[src/rtl/perf_event_scheduler_pkg.sv]
// Shared types and constants for the performance-event scheduler.
// Source index order doubles as the round-robin search order.
package perf_sched_pkg;

  typedef logic [1:0] src_idx_t;

  localparam int       NUM_SRC      = 3;
  localparam src_idx_t SRC_INSTR    = 2'd0;
  localparam src_idx_t SRC_MEM_ACC  = 2'd1;
  localparam src_idx_t SRC_MEM_CORR = 2'd2;

  localparam int PEND_W = 3;
  typedef logic [PEND_W-1:0] pend_t;
  localparam pend_t PEND_MAX = 3'd7;

  typedef enum logic [1:0] {
    ST_IDLE  = 2'd0,
    ST_DRAIN = 2'd1,
    ST_DONE  = 2'd2
  } drain_state_t;

  function automatic src_idx_t rr_next(input src_idx_t idx);
    return (idx == SRC_MEM_CORR) ? SRC_INSTR : src_idx_t'(idx + 2'd1);
  endfunction

endpackage

[src/rtl/perf_event_scheduler_if.sv]
// Pipeline-side bundle for the event scheduler; ovf_clr exists only with PERF_OVF_FLAG_EN.
// master = event producer / counter block side, slave = scheduler.
interface perf_event_scheduler_if;
  logic       count_en;
  logic       evt_instr;
  logic       evt_mem_acc;
  logic       evt_mem_corr;
  logic       drain_req;
  logic       Instruc_Count_Ex;
  logic       MEM_Acc_Ex;
  logic       MEM_Correct_Ex;
  logic       busy;
  logic       drain_done;
  logic [2:0] ovf_flags;
`ifdef PERF_OVF_FLAG_EN
  logic       ovf_clr;

  modport master (
    output count_en, evt_instr, evt_mem_acc, evt_mem_corr, drain_req, ovf_clr,
    input  Instruc_Count_Ex, MEM_Acc_Ex, MEM_Correct_Ex, busy, drain_done, ovf_flags
  );
  modport slave (
    input  count_en, evt_instr, evt_mem_acc, evt_mem_corr, drain_req, ovf_clr,
    output Instruc_Count_Ex, MEM_Acc_Ex, MEM_Correct_Ex, busy, drain_done, ovf_flags
  );
`else
  modport master (
    output count_en, evt_instr, evt_mem_acc, evt_mem_corr, drain_req,
    input  Instruc_Count_Ex, MEM_Acc_Ex, MEM_Correct_Ex, busy, drain_done, ovf_flags
  );
  modport slave (
    input  count_en, evt_instr, evt_mem_acc, evt_mem_corr, drain_req,
    output Instruc_Count_Ex, MEM_Acc_Ex, MEM_Correct_Ex, busy, drain_done, ovf_flags
  );
`endif
endinterface

[src/rtl/perf_event_scheduler_arb.sv]
// Three-way round-robin arbiter: combinational one-hot grant, search starts after last winner.
// Pointer only moves on a grant; reset leaves mem_corr as last winner so instr goes first.
module rr_arbiter3
  import perf_sched_pkg::*;
(
  input  logic               clk,
  input  logic               reset,
  input  logic [NUM_SRC-1:0] i_req,
  output logic [NUM_SRC-1:0] o_gnt
);

  src_idx_t r_last;
  src_idx_t w_p0;
  src_idx_t w_p1;
  src_idx_t w_p2;
  src_idx_t w_gnt_idx;

  assign w_p0 = rr_next(r_last);
  assign w_p1 = rr_next(w_p0);
  assign w_p2 = rr_next(w_p1);

  always_comb begin
    o_gnt     = '0;
    w_gnt_idx = r_last;
    if (i_req[w_p0]) begin
      o_gnt[w_p0] = 1'b1;
      w_gnt_idx   = w_p0;
    end else if (i_req[w_p1]) begin
      o_gnt[w_p1] = 1'b1;
      w_gnt_idx   = w_p1;
    end else if (i_req[w_p2]) begin
      o_gnt[w_p2] = 1'b1;
      w_gnt_idx   = w_p2;
    end
  end

  always_ff @(posedge clk or posedge reset) begin
    if (reset) begin
      r_last <= SRC_MEM_CORR;
    end else if (|i_req) begin
      r_last <= w_gnt_idx;
    end
  end

endmodule

[src/rtl/perf_event_scheduler.sv]
// Per-source 0..7 pending counters drained one strobe per cycle (grant -> strobe next cycle), plus drain FSM.
// Events at a full counter with no same-cycle grant are dropped; PERF_OVF_FLAG_EN adds sticky drop flags.
module perf_event_scheduler
  import perf_sched_pkg::*;
(
  input  logic                   clk,
  input  logic                   reset,
  perf_event_scheduler_if.slave  bus
);

  logic [NUM_SRC-1:0] w_evt;
  logic [NUM_SRC-1:0] w_acc;
  logic [NUM_SRC-1:0] w_req;
  logic [NUM_SRC-1:0] w_gnt;
  logic               w_busy;
  pend_t              r_pend [NUM_SRC];
  logic [NUM_SRC-1:0] r_strobe;
  drain_state_t       r_state;
  drain_state_t       w_state_nxt;

  always_comb begin
    w_evt               = '0;
    w_evt[SRC_INSTR]    = bus.evt_instr;
    w_evt[SRC_MEM_ACC]  = bus.evt_mem_acc;
    w_evt[SRC_MEM_CORR] = bus.evt_mem_corr;
  end

  assign w_acc = w_evt & {NUM_SRC{bus.count_en}};

  always_comb begin
    w_req = '0;
    for (int i = 0; i < NUM_SRC; i++) begin
      w_req[i] = (r_pend[i] != '0);
    end
  end

  assign w_busy = |w_req;

  rr_arbiter3 u_arb (
    .clk   (clk),
    .reset (reset),
    .i_req (w_req),
    .o_gnt (w_gnt)
  );

  // Accept+grant on one source cancels out; accept at full with no grant is the drop case.
  always_ff @(posedge clk or posedge reset) begin
    if (reset) begin
      for (int i = 0; i < NUM_SRC; i++) begin
        r_pend[i] <= '0;
      end
      r_strobe <= '0;
    end else begin
      r_strobe <= w_gnt;
      for (int i = 0; i < NUM_SRC; i++) begin
        if (w_acc[i] && !w_gnt[i] && (r_pend[i] != PEND_MAX)) begin
          r_pend[i] <= r_pend[i] + 1'b1;
        end else if (!w_acc[i] && w_gnt[i]) begin
          r_pend[i] <= r_pend[i] - 1'b1;
        end
      end
    end
  end

  always_ff @(posedge clk or posedge reset) begin
    if (reset) begin
      r_state <= ST_IDLE;
    end else begin
      r_state <= w_state_nxt;
    end
  end

  // Empty counters imply no grant this cycle, so the final strobe is already out;
  // a same-cycle accepted event keeps the drain open.
  always_comb begin
    w_state_nxt = r_state;
    unique case (r_state)
      ST_IDLE:  if (bus.drain_req) w_state_nxt = ST_DRAIN;
      ST_DRAIN: if (!w_busy && (w_acc == '0)) w_state_nxt = ST_DONE;
      ST_DONE:  w_state_nxt = ST_IDLE;
      default:  w_state_nxt = ST_IDLE;
    endcase
  end

  assign bus.Instruc_Count_Ex = r_strobe[SRC_INSTR];
  assign bus.MEM_Acc_Ex       = r_strobe[SRC_MEM_ACC];
  assign bus.MEM_Correct_Ex   = r_strobe[SRC_MEM_CORR];
  assign bus.busy             = w_busy;
  assign bus.drain_done       = (r_state == ST_DONE);

`ifdef PERF_OVF_FLAG_EN
  logic [NUM_SRC-1:0] w_drop;
  logic [NUM_SRC-1:0] r_ovf;

  always_comb begin
    w_drop = '0;
    for (int i = 0; i < NUM_SRC; i++) begin
      w_drop[i] = w_acc[i] && !w_gnt[i] && (r_pend[i] == PEND_MAX);
    end
  end

  // A drop in the clear cycle wins so no overflow goes unreported.
  always_ff @(posedge clk or posedge reset) begin
    if (reset) begin
      r_ovf <= '0;
    end else begin
      r_ovf <= (r_ovf & ~{NUM_SRC{bus.ovf_clr}}) | w_drop;
    end
  end

  assign bus.ovf_flags = r_ovf;
`else
  assign bus.ovf_flags = '0;
`endif

endmodule

[src/flat_wrapper.sv]
// flat-port wrapper written by rule: the top's interface ports become plain ports
module perf_event_scheduler_flat import perf_sched_pkg::*;
  (clk, reset, bus_count_en, bus_evt_instr, bus_evt_mem_acc, bus_evt_mem_corr, bus_drain_req, bus_Instruc_Count_Ex, bus_MEM_Acc_Ex, bus_MEM_Correct_Ex, bus_busy, bus_drain_done, bus_ovf_flags);
  perf_event_scheduler_if bus_i ();
  input  logic clk;
  input  logic reset;
  input wire logic [$bits(bus_i.count_en)-1:0] bus_count_en;
  input wire logic [$bits(bus_i.evt_instr)-1:0] bus_evt_instr;
  input wire logic [$bits(bus_i.evt_mem_acc)-1:0] bus_evt_mem_acc;
  input wire logic [$bits(bus_i.evt_mem_corr)-1:0] bus_evt_mem_corr;
  input wire logic [$bits(bus_i.drain_req)-1:0] bus_drain_req;
  output wire logic [$bits(bus_i.Instruc_Count_Ex)-1:0] bus_Instruc_Count_Ex;
  output wire logic [$bits(bus_i.MEM_Acc_Ex)-1:0] bus_MEM_Acc_Ex;
  output wire logic [$bits(bus_i.MEM_Correct_Ex)-1:0] bus_MEM_Correct_Ex;
  output wire logic [$bits(bus_i.busy)-1:0] bus_busy;
  output wire logic [$bits(bus_i.drain_done)-1:0] bus_drain_done;
  output wire logic [$bits(bus_i.ovf_flags)-1:0] bus_ovf_flags;
  assign bus_i.count_en = bus_count_en;
  assign bus_i.evt_instr = bus_evt_instr;
  assign bus_i.evt_mem_acc = bus_evt_mem_acc;
  assign bus_i.evt_mem_corr = bus_evt_mem_corr;
  assign bus_i.drain_req = bus_drain_req;
  assign bus_Instruc_Count_Ex = bus_i.Instruc_Count_Ex;
  assign bus_MEM_Acc_Ex = bus_i.MEM_Acc_Ex;
  assign bus_MEM_Correct_Ex = bus_i.MEM_Correct_Ex;
  assign bus_busy = bus_i.busy;
  assign bus_drain_done = bus_i.drain_done;
  assign bus_ovf_flags = bus_i.ovf_flags;
  perf_event_scheduler u_core (.clk(clk), .reset(reset), .bus(bus_i));
endmodule
[config.mk]
export PLATFORM = sky130hd
export DESIGN_NAME = perf_event_scheduler_flat
export DESIGN_NICKNAME = d
export VERILOG_FILES = /design/src/rtl/perf_event_scheduler_pkg.sv /design/src/rtl/perf_event_scheduler_if.sv /design/src/rtl/perf_event_scheduler_arb.sv /design/src/rtl/perf_event_scheduler.sv /design/src/flat_wrapper.sv
export SDC_FILE = /design/constraint.sdc
export NUM_CORES = 1
export LEC_CHECK = 0
export CAP_MARGIN = 15
export CORE_MARGIN = 1
export CORE_UTILIZATION = 55
export CTS_BUF_LIST = sky130_fd_sc_hd__clkbuf_8 sky130_fd_sc_hd__clkbuf_16
export DETAILED_ROUTE_END_ITERATION = 6
export PLACE_DENSITY = 0.78
export SYNTH_ARGS = -nofsm -noshare
export SYNTH_HDL_FRONTEND = slang
export SYNTH_SLANG_ARGS = --single-unit
export TNS_END_PERCENT = 20
[constraint.sdc]
create_clock -name clk -period 3.1 [get_ports clk]
set_input_delay 0.93 -clock clk [delete_from_list [all_inputs] [get_ports clk]]
set_output_delay 0.93 -clock clk [all_outputs]
set_load 0.01 [all_outputs]
==> flow_summary.ini <==
[layout]
layout-drive-gt1-share = 0.152
n_antenna_cell = 0
final_core_util = 0.665
multi_input_area_um2 = 805
area_delta_synth_final_pct = 13.5
seq_area_um2 = 402
fin_nets = 176
fillers = 187

[global_routing]
gr-total-overflow = 0
grt_use_total = 0.256
grt_pass1_wl_um = 4930
grt_pass1_vias = 1049
antenna_found_initial = 0
grt_max_degree = 17

[sta]
finalHoldViolations = 0
max_freq_mhz = 356
maxSlewHeadroom = 0.578
rsz0062_at_grt = no
tightest_slew_ps = 632
setup_viol_count_final = 0
layout_worst_path_cycle_share = 0.907
slew_violations = 0
post-route-min-period_ps = 2810
fin_skew_ps = 6.32
tns_ps = 0

[cts]
cts_tree = done
clockBufferDepth = 2
clk_pin_slew_ps = 60
numClockSinks = 16
cts_root_buffer = clkbuf_8
cts.htree.levels = 1
cts_setup_buffers = 0
ctsResizeCount = 0
numCtsBuffers = 3
clock_latency_ps = 250
ctsHoldBuffers = 0

[yosys]
ys_dominant_reg_cell = dfrtp_1
synth_seq_cells = 16
ys_warn_count = 0
synth_area_per_cell_um2 = 8.44
synth.distinct_cells = 53
synthAdderAreaFrac = 0.0459
yosys.area_share.simple = 0.249
synthCells = 155
synth_edf_count = 0
synthMuxAreaShare = 0
syn_area_mm2 = 0.00131
async_flop_share = 1.00
seq_area_frac_synth = 0.307
synth_compound_area_frac = 0.292
synth_xor_area_frac = 0.0201
synth_top_family_by_area = compound AO/OA/AOI/OAI gates

[detailed_routing]
ant_nets = 0
drtIter0Drc = 36
wl_per_cell_um = 14.9
wl_um = 2880
dr.pass1.iters = 4
num_vias = 1184
drc = 0
vias_per_cell = 6.13

[floorplan]
start_util = 0.586
die_w_um = 50.8
io_pins = 15
die_y_um = 50.8
dieArea_mm2 = 0.00258
core.rowCount = 17
core-area_mm2 = 0.00223

[power_and_ir_drop]
powerDensity_mw_per_mm2 = 1090
p_leak_uw = 0.000603
max-vdd-ir-drop_v = 0.000662

[worst_setup_path]
crit_type = in2reg
critPathRequiredTime_ps = 3220
startpoint_type = input port
crit_path_end_kind = flop
critPathArrivalTime_ps = 2930
worstPathMaxFanout = 6
rrSetupSlack_ps = 390
rr_worst_depth = 9

[hold_path]
hp-class = reg2reg
worstHoldPathCells = 1

[placed_design]
dp_hpwl_um = 2120
io_buffers = 11
place_congestion = 0.878

[run_status]
status = finished, final reports clean

[run]
drv_cap = 0
## logic make-up after synthesis
logic type / Yosys count
xor+xnor: 3
simple gates: 62
other cells: 1
compound gates: 50
buf+inv: 20
fa+ha+maj: 3
flops: 16
## cells in the mapped netlist, drive strengths merged, types with 3 or more instances
| library cell | count | area (um2) |
|---|---|---|
| a211oi | 3 | 27.5 |
| o211ai | 4 | 30.0 |
| o21ai | 13 | 68.8 |
| nor2 | 20 | 75.1 |
| fa | 3 | 60.1 |
| clkbuf | 4 | 15.0 |
| nor3 | 9 | 72.6 |
| o21a | 3 | 22.5 |
| a21oi | 5 | 28.8 |
| and3 | 4 | 25.0 |
| nand3 | 6 | 30.0 |
| dfrtp | 15 | 375 |
| and2 | 4 | 27.5 |
| buf | 11 | 76.3 |
| inv | 5 | 18.8 |
| xnor2 | 3 | 26.3 |
| nand2 | 11 | 41.3 |
## stage by stage
stage | cell area (um2) | hold slack [ps] | cells | worst slack [ps] | total power [uW]
2_1_floorplan | 1320 | 411 | 157 | 396 | 1210
3_3_place_gp | 1430 | 434 | 189 | 149 | 1370
3_5_place_dp | 1430 | 459 | 189 | 47.7 | 1420
4_1_cts | 1490 | 469 | 193 | 294 | 1620
5_1_grt | 1490 | 497 | 193 | 123 | 1770
6_report | 1490 | 469 | 193 | 290 | 1620
## layout make-up
type,instances,area share
Inverter,5,0.0126
Sequential cell,16,0.270
Multi-Input combinational cell,121,0.542
Clock buffer,4,0.0371
Tap cell,28,0.0236
Timing Repair Buffer,19,0.115
## power breakdown
| group | switching [uW] | internal [uW] |
|---|---|---|
| Clock | 77.7 | 113 |
| Combinational | 511 | 444 |
| Sequential | 167 | 309 |
## flip-flops by register name, summed over array words and instances, names as in the netlist
register / cells
u_core.r_pend: 9
u_core.r_state: 2
u_core.r_strobe: 3
u_core.u_arb.r_last: 2
## worst max-delay path, cell delays in order
cell,delay (ps)
clkdlybuf4s50_1,550
nand2_1,160
nor2_1,120
o21ai_0,100
fa_1,420
a2111o_1,380
o311ai_0,120
o211ai_1,140
## path summary, 6_finish.rpt
path / from / end
min reg2reg: u_core.r_state[1]$_DFFE_PP0P_ / u_core.r_state[0]$_DFFE_PP0P_
max reg2reg: u_core.r_pend[8]$_DFFE_PP0P_ / u_core.r_pend[1]$_DFFE_PP0P_
min in group asynchronous: reset / u_core.r_pend[8]$_DFFE_PP0P_
max: bus_count_en / u_core.r_pend[5]$_DFFE_PP0P_
max in group asynchronous: reset / u_core.r_strobe[1]$_DFF_PP0_
min: u_core.r_state[1]$_DFFE_PP0P_ / u_core.r_state[0]$_DFFE_PP0P_
## per-layer routing
layer  up-vias  track usage  wire length, um
li1        578            -                -
met1       571        0.352             1300
met2        31        0.420             1450
met3         4       0.0273               97
met4         0       0.0833               35
met5         -            0                0
## cell usage in the layout, fill, tap and decap left out, drive strengths merged, types with 2 or more instances in the layout
master,instances
a211oi,3
a21oi,5
a221oi,2
a41o,2
and2,4
and3,4
buf,8
clkbuf,4
clkdlybuf4s50,11
conb,3
dfrtp,15
fa,3
inv,5
nand2,11
nand3,6
nor2,20
nor2b,2
nor3,9
o2111ai,2
o211ai,4
o21a,3
o21ai,13
o31ai,2
or3,2
xnor2,3
No activity file was read; power rests on OpenSTA's default activity.
